<file path="src/rtl/int_entry_sequencer.sv">
// Interrupt entry/exit sequencer between the interrupt controller and the VeSPA core.
// Optional vector-fetch timeout is compiled in with `define INT_VEC_TIMEOUT_EN.
module int_entry_sequencer #(
    parameter int                ADDR_W       = 32,
    parameter logic [ADDR_W-1:0] VEC_BASE     = 32'h0000_0000,
    parameter int                VEC_STRIDE   = 4,
    parameter int                TIMEOUT_CYC  = 16,
    parameter logic [ADDR_W-1:0] FALLBACK_VEC = 32'h0000_0100
) (
    input  logic              clk,
    input  logic              rst,
    input  logic              int_req,
    input  logic [1:0]        int_number,
    output logic              int_ack_attended,
    output logic              int_ack_complete,
    input  logic              instr_boundary,
    input  logic              reti_exec,
    input  logic [ADDR_W-1:0] pc_in,
    output logic              pc_load,
    output logic [ADDR_W-1:0] pc_load_value,
    output logic              cpu_hold,
    output logic              ea_clr,
    output logic              ea_set,
    output logic              vec_rd,
    output logic [ADDR_W-1:0] vec_addr,
    input  logic              vec_ack,
    input  logic [ADDR_W-1:0] vec_data,
    output logic              in_service,
    output logic              fetch_err
);

    typedef enum logic [2:0] {
        S_IDLE,
        S_ACK,
        S_FETCH,
        S_LOAD,
        S_SERVICE,
        S_RETURN
    } state_t;

    state_t            state, state_d;
    logic [1:0]        num_q;
    logic [ADDR_W-1:0] saved_pc;
    logic [ADDR_W-1:0] vector_q, vector_d;
    logic [ADDR_W-1:0] vec_addr_d;
    logic              timeout_hit;

    if (TIMEOUT_CYC < 1 || VEC_STRIDE < 1) begin : g_bad_param
        $error("int_entry_sequencer: TIMEOUT_CYC and VEC_STRIDE must be >= 1");
    end

    assign vec_addr_d = VEC_BASE + (ADDR_W'(num_q) * ADDR_W'(VEC_STRIDE));

`ifdef INT_VEC_TIMEOUT_EN
    localparam int CNT_W = $clog2(TIMEOUT_CYC + 1);
    logic [CNT_W-1:0] wait_cnt;

    // Counts FETCH cycles that ended without vec_ack; restarts on every FETCH entry.
    always_ff @(posedge clk) begin
        if (!rst) begin
            wait_cnt <= '0;
        end else if (state != S_FETCH) begin
            wait_cnt <= '0;
        end else if (!vec_ack) begin
            wait_cnt <= wait_cnt + 1'b1;
        end
    end

    assign timeout_hit = (state == S_FETCH) && !vec_ack &&
                         (wait_cnt == CNT_W'(TIMEOUT_CYC - 1));

    always_ff @(posedge clk) begin
        if (!rst) fetch_err <= 1'b0;
        else      fetch_err <= timeout_hit;
    end
`else
    assign timeout_hit = 1'b0;
    assign fetch_err   = 1'b0;
`endif

    always_comb begin
        state_d  = state;
        vector_d = vector_q;
        case (state)
            S_IDLE:    if (int_req && instr_boundary) state_d = S_ACK;
            S_ACK:     state_d = S_FETCH;
            S_FETCH: begin
                // A real acknowledge beats a timeout landing on the same cycle.
                if (vec_ack) begin
                    vector_d = vec_data;
                    state_d  = S_LOAD;
                end else if (timeout_hit) begin
                    vector_d = FALLBACK_VEC;
                    state_d  = S_LOAD;
                end
            end
            S_LOAD:    state_d = S_SERVICE;
            S_SERVICE: if (reti_exec) state_d = S_RETURN;
            S_RETURN:  state_d = S_IDLE;
            default:   state_d = S_IDLE;
        endcase
    end

    // Outputs are decoded from the next state so they line up with the state register.
    always_ff @(posedge clk) begin
        if (!rst) begin
            state            <= S_IDLE;
            num_q            <= '0;
            saved_pc         <= '0;
            vector_q         <= '0;
            int_ack_attended <= 1'b0;
            int_ack_complete <= 1'b0;
            pc_load          <= 1'b0;
            pc_load_value    <= '0;
            cpu_hold         <= 1'b0;
            ea_clr           <= 1'b0;
            ea_set           <= 1'b0;
            vec_rd           <= 1'b0;
            vec_addr         <= '0;
            in_service       <= 1'b0;
        end else begin
            state    <= state_d;
            vector_q <= vector_d;
            if (state == S_IDLE && state_d == S_ACK) begin
                num_q    <= int_number;
                saved_pc <= pc_in;
            end
            if (state == S_ACK) vec_addr <= vec_addr_d;

            int_ack_attended <= (state_d == S_ACK);
            ea_clr           <= (state_d == S_ACK);
            vec_rd           <= (state_d == S_FETCH);
            pc_load          <= (state_d == S_LOAD) || (state_d == S_RETURN);
            in_service       <= (state_d == S_SERVICE);
            ea_set           <= (state_d == S_RETURN);
            int_ack_complete <= (state_d == S_RETURN);
            cpu_hold         <= (state_d == S_ACK) || (state_d == S_FETCH) ||
                                (state_d == S_LOAD) || (state_d == S_RETURN);

            if (state_d == S_LOAD)        pc_load_value <= vector_d;
            else if (state_d == S_RETURN) pc_load_value <= saved_pc;
        end
    end

endmodule

</file>
<file path="config.mk">
export PLATFORM = sky130hd
export DESIGN_NAME = int_entry_sequencer
export DESIGN_NICKNAME = d
export VERILOG_FILES = /design/src/rtl/int_entry_sequencer.sv
export SDC_FILE = /design/constraint.sdc
export NUM_CORES = 1
export LEC_CHECK = 0
export CORE_ASPECT_RATIO = 1.5
export CORE_MARGIN = 10
export CORE_UTILIZATION = 45
export CTS_CLUSTER_SIZE = 28
export DETAILED_ROUTE_END_ITERATION = 10
export PLACE_DENSITY = 0.93
export SLEW_MARGIN = 20
export SYNTH_ARGS = -nofsm -noshare
export SYNTH_HDL_FRONTEND = slang
export SYNTH_SLANG_ARGS = --single-unit
</file>
<file path="constraint.sdc">
create_clock -name clk -period 3 [get_ports clk]
set_input_delay 0.6 -clock clk [delete_from_list [all_inputs] [get_ports clk]]
set_output_delay 0.6 -clock clk [all_outputs]
set_load 0.005 [all_outputs]
</file>
==> results of run 1 <==
critical path: stages:
cell,delay [ns]
clkdlybuf4s50_1,0.50
and4bb_2,0.73
nor3_1,0.13
a311oi_1,0.31
report_power, final:
part / switching (mW) / total, mW / internal, mW
Combinational: 0.186 / 0.401 / 0.215
Sequential: 0.0377 / 1.12 / 1.08
Clock: 0.378 / 0.841 / 0.463
Total: 0.602 / 2.36 / 1.76
layout make-up:
| type | instances | area share |
|---|---|---|
| clock buffer | 9 | 0.0270 |
| clock inverter | 6 | 0.0193 |
| inverter | 3 | 0.00245 |
| multi-input combinational | 278 | 0.320 |
| sequential | 77 | 0.336 |
| tap | 100 | 0.0272 |
| timing repair buffer | 125 | 0.269 |
cells in the mapped netlist:
cell type	count
o22ai_1	11
inv_2	1
nand2_2	1
buf_6	7
mux2i_1	2
clkbuf_1	17
conb_1	1
and4bb_2	2
xnor2_1	1
nor4b_4	1
o31ai_1	4
nand2_1	39
buf_2	17
a21oi_1	40
a311oi_1	17
nand3_1	34
o21ai_0	9
or4b_4	1
o21ai_2	1
inv_1	2
and3b_1	1
o31a_1	1
buf_4	34
nor3b_1	2
nor3_1	41
dfxtp_1	77
and3_1	1
nand4bb_1	2
nor2_1	7
o21ai_1	29
buf_1	1
routing by layer:
metal / track usage / routed length [um]
met5: 0 / 0
met4: 0.115 / 481
met3: 0.0525 / 712
met2: 0.308 / 5380
met1: 0.173 / 3770
worst max path at each step:
stage	from	to	depth (start not counted)
4_1_cts	reti_exec	pc_load_value[27]	4
5_1_grt	reti_exec	pc_load_value[7]	4
3_3_place_gp	reti_exec	vec_rd	4
2_1_floorplan	instr_boundary	saved_pc[12]	5
3_5_place_dp	reti_exec	pc_load_value[27]	4
6_report	reti_exec	pc_load_value[27]	4
metrics by stage:
stage / util / area [um2] / hold WS (ns) / worst slack (ns)
floorplan: - / 3510 / 0.444 / 1.39
global placement: 0.602 / 4380 / 0.453 / 0.785
detailed placement: 0.602 / 4380 / 0.459 / 0.675
CTS: 0.632 / 4590 / 0.472 / 1.04
global route: 0.632 / 4590 / 0.500 / 0.941
finish: 0.632 / 4590 / 0.472 / 0.970
cells by family (layout without fill, tap and decap cells):
logic type,count (synthesis),after routing,synth area share
simple gates,132,132,0.197
compound gates,112,112,0.193
buf+inv,79,143,0.147
flops,77,77,0.454
mux,2,2,0.00589
other cells,1,31,0.00110
xor+xnor,1,1,0.00258
state kept, by name (all words and copies together) (netlist names), 2 cells and up:
signal / count
num_q: 2
pc_load_value: 32
saved_pc: 32
state: 3
vec_addr: 2
==> flow_summary.json, run 1 <==
{
  "die-area_um2": 11500,
  "cp.arrival_ns": 2.27,
  "skew_ns": 0.0109,
  "nets": 566,
  "cp_max_fo": 33,
  "cp-end-kind": "flip-flop",
  "core_area_um2": 7270,
  "ios": 145,
  "dp_cells": 583,
  "synthTopCellsByArea": "dfxtp_1, buf_4, nor3_1",
  "netlist_area_um2": 3400,
  "ant_nets": 0,
  "routedWlPerCell_um": 17.3,
  "max_cap_violations": 0,
  "start_kind": "primary input",
  "tritoncts": "built",
  "start_util": 0.467,
  "ys_warn_count": 0,
  "netlist_instances": 404,
  "drtIter0Drc": 245,
  "clk_pin_slew_ns": 0.08,
  "reg2reg_from": "state[2]",
  "diodes": 0,
  "yosysSeqAreaShare": 0.454,
  "layout_commonest_cell": "clkdlybuf4s50_1",
  "critical_path_required_ns": 3.24,
  "leakage_nw": 1.64,
  "cts_resized": 0,
  "tightest_slew_ns": 0.726,
  "post-dp-hpwl_um": 7810,
  "routed_wirelength_um": 10300,
  "hold_depth": 2,
  "vias": 3268,
  "power_density_nw_per_um2": 514,
  "period_needed_ns": 2.03,
  "slew_violations": 0,
  "finalSetupTns_ns": 0,
  "cts_buffers": 9,
  "hold_start": "saved_pc[14]",
  "syn_avg_cell_area_um2": 8.41,
  "most-common-layout-cells": "clkdlybuf4s50_1, dfxtp_1, nor3_1, a21oi_1, nand2_1",
  "layoutNonFillerInstCount": 598,
  "grt_pass1_vias": 3358,
  "worstHoldEndpoint": "saved_pc[14]",
  "hold_violations": 0,
  "clockBufferDepth": 2,
  "max_slew_margin": 0.516,
  "peakVddDrop_uv": 247,
  "reg2reg_slack_ns": 1.08,
  "multi_input_comb_area_um2": 1470,
  "die_x_um": 90.9,
  "setup_viol": 0,
  "fp.dieH_um": 126,
  "ff2ff_path_depth": 3,
  "grt_pass1_wl_um": 16400,
  "antenna_found_initial": 0,
  "yosysTopAreaCell": "dfxtp_1",
  "ys_types": 31,
  "crit_type": "primary input to flip-flop",
  "rsz0062_at_grt": "no",
  "status": "finished clean",
  "cts_num_sinks": 77,
  "fillers": 590,
  "timing.final.crit_share": 0.677,
  "clk_latency_ns": 0.35,
  "row_count": 38,
  "ctsHtreeMaxLevel": 3,
  "postCtsSetupBuffers": 0,
  "via_per_inst": 5.46,
  "synthToLayoutAreaGrowth_pct": 35.2,
  "synth.ff_latch_count": 77,
  "total_power_mw": 2.36,
  "drive_gt1_frac": 0.0683,
  "numPortBuffers": 113,
  "grt_use_total": 0.175,
  "ctsHoldBuffers": 0,
  "synth_top_area_share": 0.454,
  "drt_first_pass_iters": 4,
  "reg2reg_to": "pc_load_value[27]",
  "place_congestion": 0.824,
  "drc": 0,
  "grt_max_degree": 43,
  "fmax_mhz": 493,
  "seq_area_um2": 1540,
  "root_buffer": "clkbuf_8",
  "hold_class": "flip-flop to flip-flop",
  "grt-ovfl-total": 0
}
Note: power is estimated with default switching activity, not from simulation.
==> run 2, diff against run 1 <==
--- a/config.mk
+++ b/config.mk
@@ -7,10 +7,10 @@
 export LEC_CHECK = 0
 export CORE_ASPECT_RATIO = 1.5
 export CORE_MARGIN = 10
-export CORE_UTILIZATION = 45
+export CORE_UTILIZATION = 38
 export CTS_CLUSTER_SIZE = 28
 export DETAILED_ROUTE_END_ITERATION = 10
-export PLACE_DENSITY = 0.93
+export PLACE_DENSITY = 0.85
 export SLEW_MARGIN = 20
 export SYNTH_ARGS = -nofsm -noshare
 export SYNTH_HDL_FRONTEND = slang
==> constraint.sdc (replaced) <==
create_clock -name clk -period 1.6 [get_ports clk]
set_input_delay 0.32 -clock clk [delete_from_list [all_inputs] [get_ports clk]]
set_output_delay 0.32 -clock clk [all_outputs]
set_load 0.005 [all_outputs]
==> flow_summary.json, run 2 (synthesized netlist as in run 1, its figures left out) <==
{
  "status": "finished clean",
  "dpl_cell_area_um2": 4580,
  "grt_pass1_wl_um": 16600,
  "root_buffer": "clkbuf_16",
  "clockPowerShare": 0.398,
  "start_util": 0.387,
  "numPortBuffers": 113,
  "place_congestion": 0.863,
  "critical_path_required_ns": 1.28,
  "critPathSlowestCell": "clkdlybuf4s50_1",
  "crit_start": "pc_load_value[10]",
  "crit_type": "flip-flop to output port",
  "ctsHtreeMaxLevel": 3,
  "critPathTopFamily": "buffers and inverters",
  "comb_power_share": 0.170,
  "routedWlPerCell_um": 17.2,
  "ctsHoldBuffers": 0,
  "peakVddDrop_uv": 691,
  "hold_depth": 2,
  "layout_commonest_cell": "clkdlybuf4s50_1",
  "grt_pass1_vias": 3340,
  "clk_pin_slew_ns": 0.05,
  "ant_nets": 0,
  "die-area_um2": 13200,
  "via_per_inst": 5.21,
  "crit_cells": 1,
  "synthToLayoutAreaGrowth_pct": 43.8,
  "drt_first_pass_iters": 5,
  "nets": 583,
  "diodes": 0,
  "hold_class": "flip-flop to flip-flop",
  "drc": 0,
  "leakage_nw": 1.79,
  "post-dp-hpwl_um": 8200,
  "row_count": 42,
  "drtIter0Drc": 166,
  "switching_power_mw": 1.18,
  "cts_num_sinks": 77,
  "cp_num_buf_inv": 1,
  "reg2reg_slack_ns": 0.08,
  "largestRegisters": "pc_load_value x32, saved_pc x32, state x3",
  "grt_max_degree": 37,
  "fp.dieH_um": 136,
  "grt_use_total": 0.154,
  "endpoint": "pc_load_value[10]",
  "tightest_slew_ns": 0.524,
  "fmax_mhz": 647,
  "routed_wirelength_um": 10700,
  "antenna_found_initial": 0,
  "grt-ovfl-total": 0,
  "final_area_um2": 4890,
  "reg2reg_to": "saved_pc[2]",
  "most-common-layout-cells": "clkdlybuf4s50_1, dfxtp_1, nor3_1, a21oi_1, nand2_1",
  "cp-end-kind": "output port",
  "ff2ff_path_depth": 6,
  "cp_max_fo": 2,
  "p_int_mw": 3.68,
  "skew_ns": 0.00452,
  "period_needed_ns": 1.55,
  "die_x_um": 97.2,
  "max_stage_delay_ns": 0.55,
  "start_kind": "flip-flop",
  "max_slew_margin": 0.650,
  "layoutNonFillerInstCount": 625,
  "dp_cells": 608,
  "cp.arrival_ns": 1.23,
  "ios": 145,
  "power_density_nw_per_um2": 995,
  "cts_buffers": 9,
  "clockBufferDepth": 2,
  "slew_violations": 0,
  "tritoncts": "built",
  "switching_share": 0.243,
  "max_cap_violations": 0,
  "hold_violations": 0,
  "core_area_um2": 8780,
  "rsz0062_at_grt": "no",
  "clk_latency_ns": 0.34,
  "setup_viol": 0,
  "vias": 3258,
  "crit_chain": "clkdlybuf4s50_1",
  "reg2reg_from": "state[1]",
  "drive_gt1_frac": 0.103,
  "timing.final.crit_share": 0.966,
  "power_frac_seq": 0.432
}
## run 2: cell count changes in the layout (fill, tap and decap cells not counted)
cell / change
clkbuf_4: +1
bufinv_16: -1
clkinv_2: +2
buf_4: +9
clkbuf_1: +1
clkbuf_16: +9
dfxtp_1: -3
clkinv_4: -1
clkbuf_8: -9
dfxtp_2: +3
buf_12: +6
buf_6: +1
clkinvlp_4: -1
## run 2: metal layers
| metal | share of wire | vias up | track usage |
|---|---|---|---|
| li1 | - | 1587 | - |
| met5 | 0 | - | 0 |
| met2 | 0.52 | 172 | 0.267 |
| met4 | 0.030 | 0 | 0.0855 |
| met1 | 0.37 | 1475 | 0.163 |
| met3 | 0.083 | 24 | 0.0460 |
## run 2: how the worst min path moves through the flow
stage                   endpoint          from  slack (ns)
finish               saved_pc[3]   saved_pc[3]        0.48
global route         saved_pc[5]   saved_pc[5]        0.50
CTS                  saved_pc[3]   saved_pc[3]        0.48
detailed placement   saved_pc[3]   saved_pc[3]        0.47
global placement    saved_pc[14]  saved_pc[14]        0.45
floorplan           saved_pc[14]  saved_pc[14]        0.44
## run 2: area by class of cell
| cell class | count | area (um2) |
|---|---|---|
| clock inverters | 5 | 52.6 |
| multi-input cells | 278 | 1470 |
| flip-flops and latches | 77 | 1550 |
| fillers | 768 | 3890 |
| clock buffers | 10 | 229 |
| well taps | 110 | 138 |
| inverters | 3 | 11.3 |
| repair buffers | 142 | 1440 |
## run 2: through the flow
step / utilization / total power [mW] / setup WS (ns) / hold WS [ns] / TNS [ns]
global placement: 0.522 / 2.92 / -0.215 / 0.452 / -7.36
finish: 0.557 / 4.86 / 0.0543 / 0.478 / 0
global route: 0.557 / 5.06 / 0.00173 / 0.498 / 0
CTS: 0.554 / 4.88 / 0.0240 / 0.478 / 0
floorplan: - / 2.57 / 0.0841 / 0.444 / 0
detailed placement: 0.522 / 2.94 / -0.256 / 0.470 / -10.27
## run 2: what timing repair did
item	4_1_cts	5_1_grt
setup buffers	0	1
endpoints found under the hold margin	0	0
endpoints found under the setup margin	0	28
gates resized for setup	0	5
## run 2: power groups by stage
stage,registers [mW],clock network [mW],logic [mW]
6_report,2.10,1.94,0.824
5_1_grt,2.11,2.06,0.894
4_1_cts,2.10,1.97,0.808
3_5_place_dp,2.14,0,0.804
3_3_place_gp,2.13,0,0.788
2_1_floorplan,2.12,0,0.448
## run 2: tightest hold or removal path: stages, from the launching register on
cell	delay [ns]
dfxtp_1	0.30
o21ai_1	0.06
a21oi_1	0.06
==> run 3, diff against run 2 <==
--- a/config.mk
+++ b/config.mk
@@ -15,3 +15,4 @@
 export SYNTH_ARGS = -nofsm -noshare
 export SYNTH_HDL_FRONTEND = slang
 export SYNTH_SLANG_ARGS = --single-unit
+export TNS_END_PERCENT = 30
==> flow_summary.json, run 3 (synthesized netlist as in run 1, its figures left out) <==
{
  "place_congestion": 0.863,
  "diodes": 0,
  "critPathSlowestCell": "clkdlybuf4s50_1",
  "die-area_um2": 13200,
  "cp.arrival_ns": 1.22,
  "root_buffer": "clkbuf_16",
  "setup_viol": 0,
  "grt_pass1_vias": 3340,
  "cp_num_buf_inv": 1,
  "clk_pin_slew_ns": 0.05,
  "tritoncts": "built",
  "antenna_found_initial": 0,
  "core_area_um2": 8780,
  "ctsHtreeMaxLevel": 3,
  "grt_use_total": 0.154,
  "ant_nets": 0,
  "timing.final.crit_share": 0.963,
  "nets": 583,
  "start_kind": "flip-flop",
  "fp.dieH_um": 136,
  "post-dp-hpwl_um": 8200,
  "hold_class": "flip-flop to flip-flop",
  "peakVddDrop_uv": 677,
  "leakage_nw": 1.78,
  "finalSetupTns_ns": 0,
  "clockBufferDepth": 2,
  "cp_max_fo": 2,
  "grt_max_degree": 37,
  "most-common-layout-cells": "clkdlybuf4s50_1, dfxtp_1, nor3_1, a21oi_1, nand2_1",
  "skew_ns": 0.00584,
  "drive_gt1_frac": 0.103,
  "total_power_mw": 4.85,
  "clk_latency_ns": 0.33,
  "largestRegisters": "pc_load_value x32, saved_pc x32, state x3",
  "layout_commonest_cell": "clkdlybuf4s50_1",
  "slew_violations": 0,
  "rsz0062_at_grt": "no",
  "crit_type": "flip-flop to output port",
  "layoutNonFillerInstCount": 625,
  "crit_chain": "clkdlybuf4s50_1",
  "numPortBuffers": 113,
  "row_count": 42,
  "cts_num_sinks": 77,
  "fillers": 768,
  "start_util": 0.387,
  "max_cap_violations": 0,
  "drt_first_pass_iters": 5,
  "routed_wirelength_um": 10700,
  "critical_path_required_ns": 1.28,
  "cp-end-kind": "output port",
  "ios": 145,
  "cts_buffers": 9,
  "tightest_slew_ns": 0.541,
  "hold_violations": 0,
  "drc": 0,
  "final_area_um2": 4890,
  "max_slew_margin": 0.639,
  "period_needed_ns": 1.54,
  "routedWlPerCell_um": 17.2,
  "status": "finished clean",
  "holdWs_ns": 0.478,
  "drtIter0Drc": 214,
  "max_stage_delay_ns": 0.55,
  "dpl_cell_area_um2": 4580,
  "fmax_mhz": 649,
  "via_per_inst": 5.23,
  "grt_pass1_wl_um": 16600,
  "power_density_nw_per_um2": 993,
  "dp_cells": 608,
  "synthToLayoutAreaGrowth_pct": 43.8,
  "critPathTopFamily": "buffers and inverters",
  "grt-ovfl-total": 0,
  "die_x_um": 97.2,
  "vias": 3271
}
-- run 3: cell counts in the layout (fill, tap and decap cells not counted) --
Identical to the previous run, type by type.
-- run 3: layout make-up --
cell class	count	area [um2]	area share
clock buffers	10	229	0.0469
clock inverters	5	52.6	0.0108
inverters	3	11.3	0.00230
multi-input cells	278	1470	0.301
flip-flops and latches	77	1550	0.316
well taps	110	138	0.0282
repair buffers	142	1440	0.295
-- run 3: path summary, 6_finish.rpt --
| path | from | to | slack, ns | cells past startpoint |
|---|---|---|---|---|
| max | pc_load_value[10] | pc_load_value[10] | 0.06 | 1 |
| min reg2reg | saved_pc[3] | saved_pc[3] | 0.48 | 2 |
| min | saved_pc[3] | saved_pc[3] | 0.48 | 2 |
| max reg2reg | state[1] | saved_pc[2] | 0.08 | 6 |
-- run 3: repair_timing --
| action | 4_1_cts | 5_1_grt |
|---|---|---|
| hold buffers | 0 | 0 |
| endpoints found under the setup margin | 0 | 28 |
| buffers inserted | 0 | 1 |
| resized for setup | 0 | 5 |
-- run 3: metal layers --
metal	track usage	up-vias	wire, um
met1	0.163	1502	4020
met4	0.0855	0	257
li1	-	1588	-
met5	0	-	0
met3	0.0460	18	833
met2	0.267	163	5630
-- run 3: where the power goes --
part           internal [mW]  total [mW]  switching (mW)
Clock                   1.19        1.93           0.737
Combinational          0.459       0.825           0.366
Sequential              2.03        2.10          0.0680
-- run 3: per-stage QoR --
step | setup WS [ns] | utilization
floorplan | 0.0841 | -
global placement | -0.215 | 0.522
detailed placement | -0.256 | 0.522
CTS | 0.0240 | 0.554
global route | 0.00173 | 0.557
finish | 0.0589 | 0.557
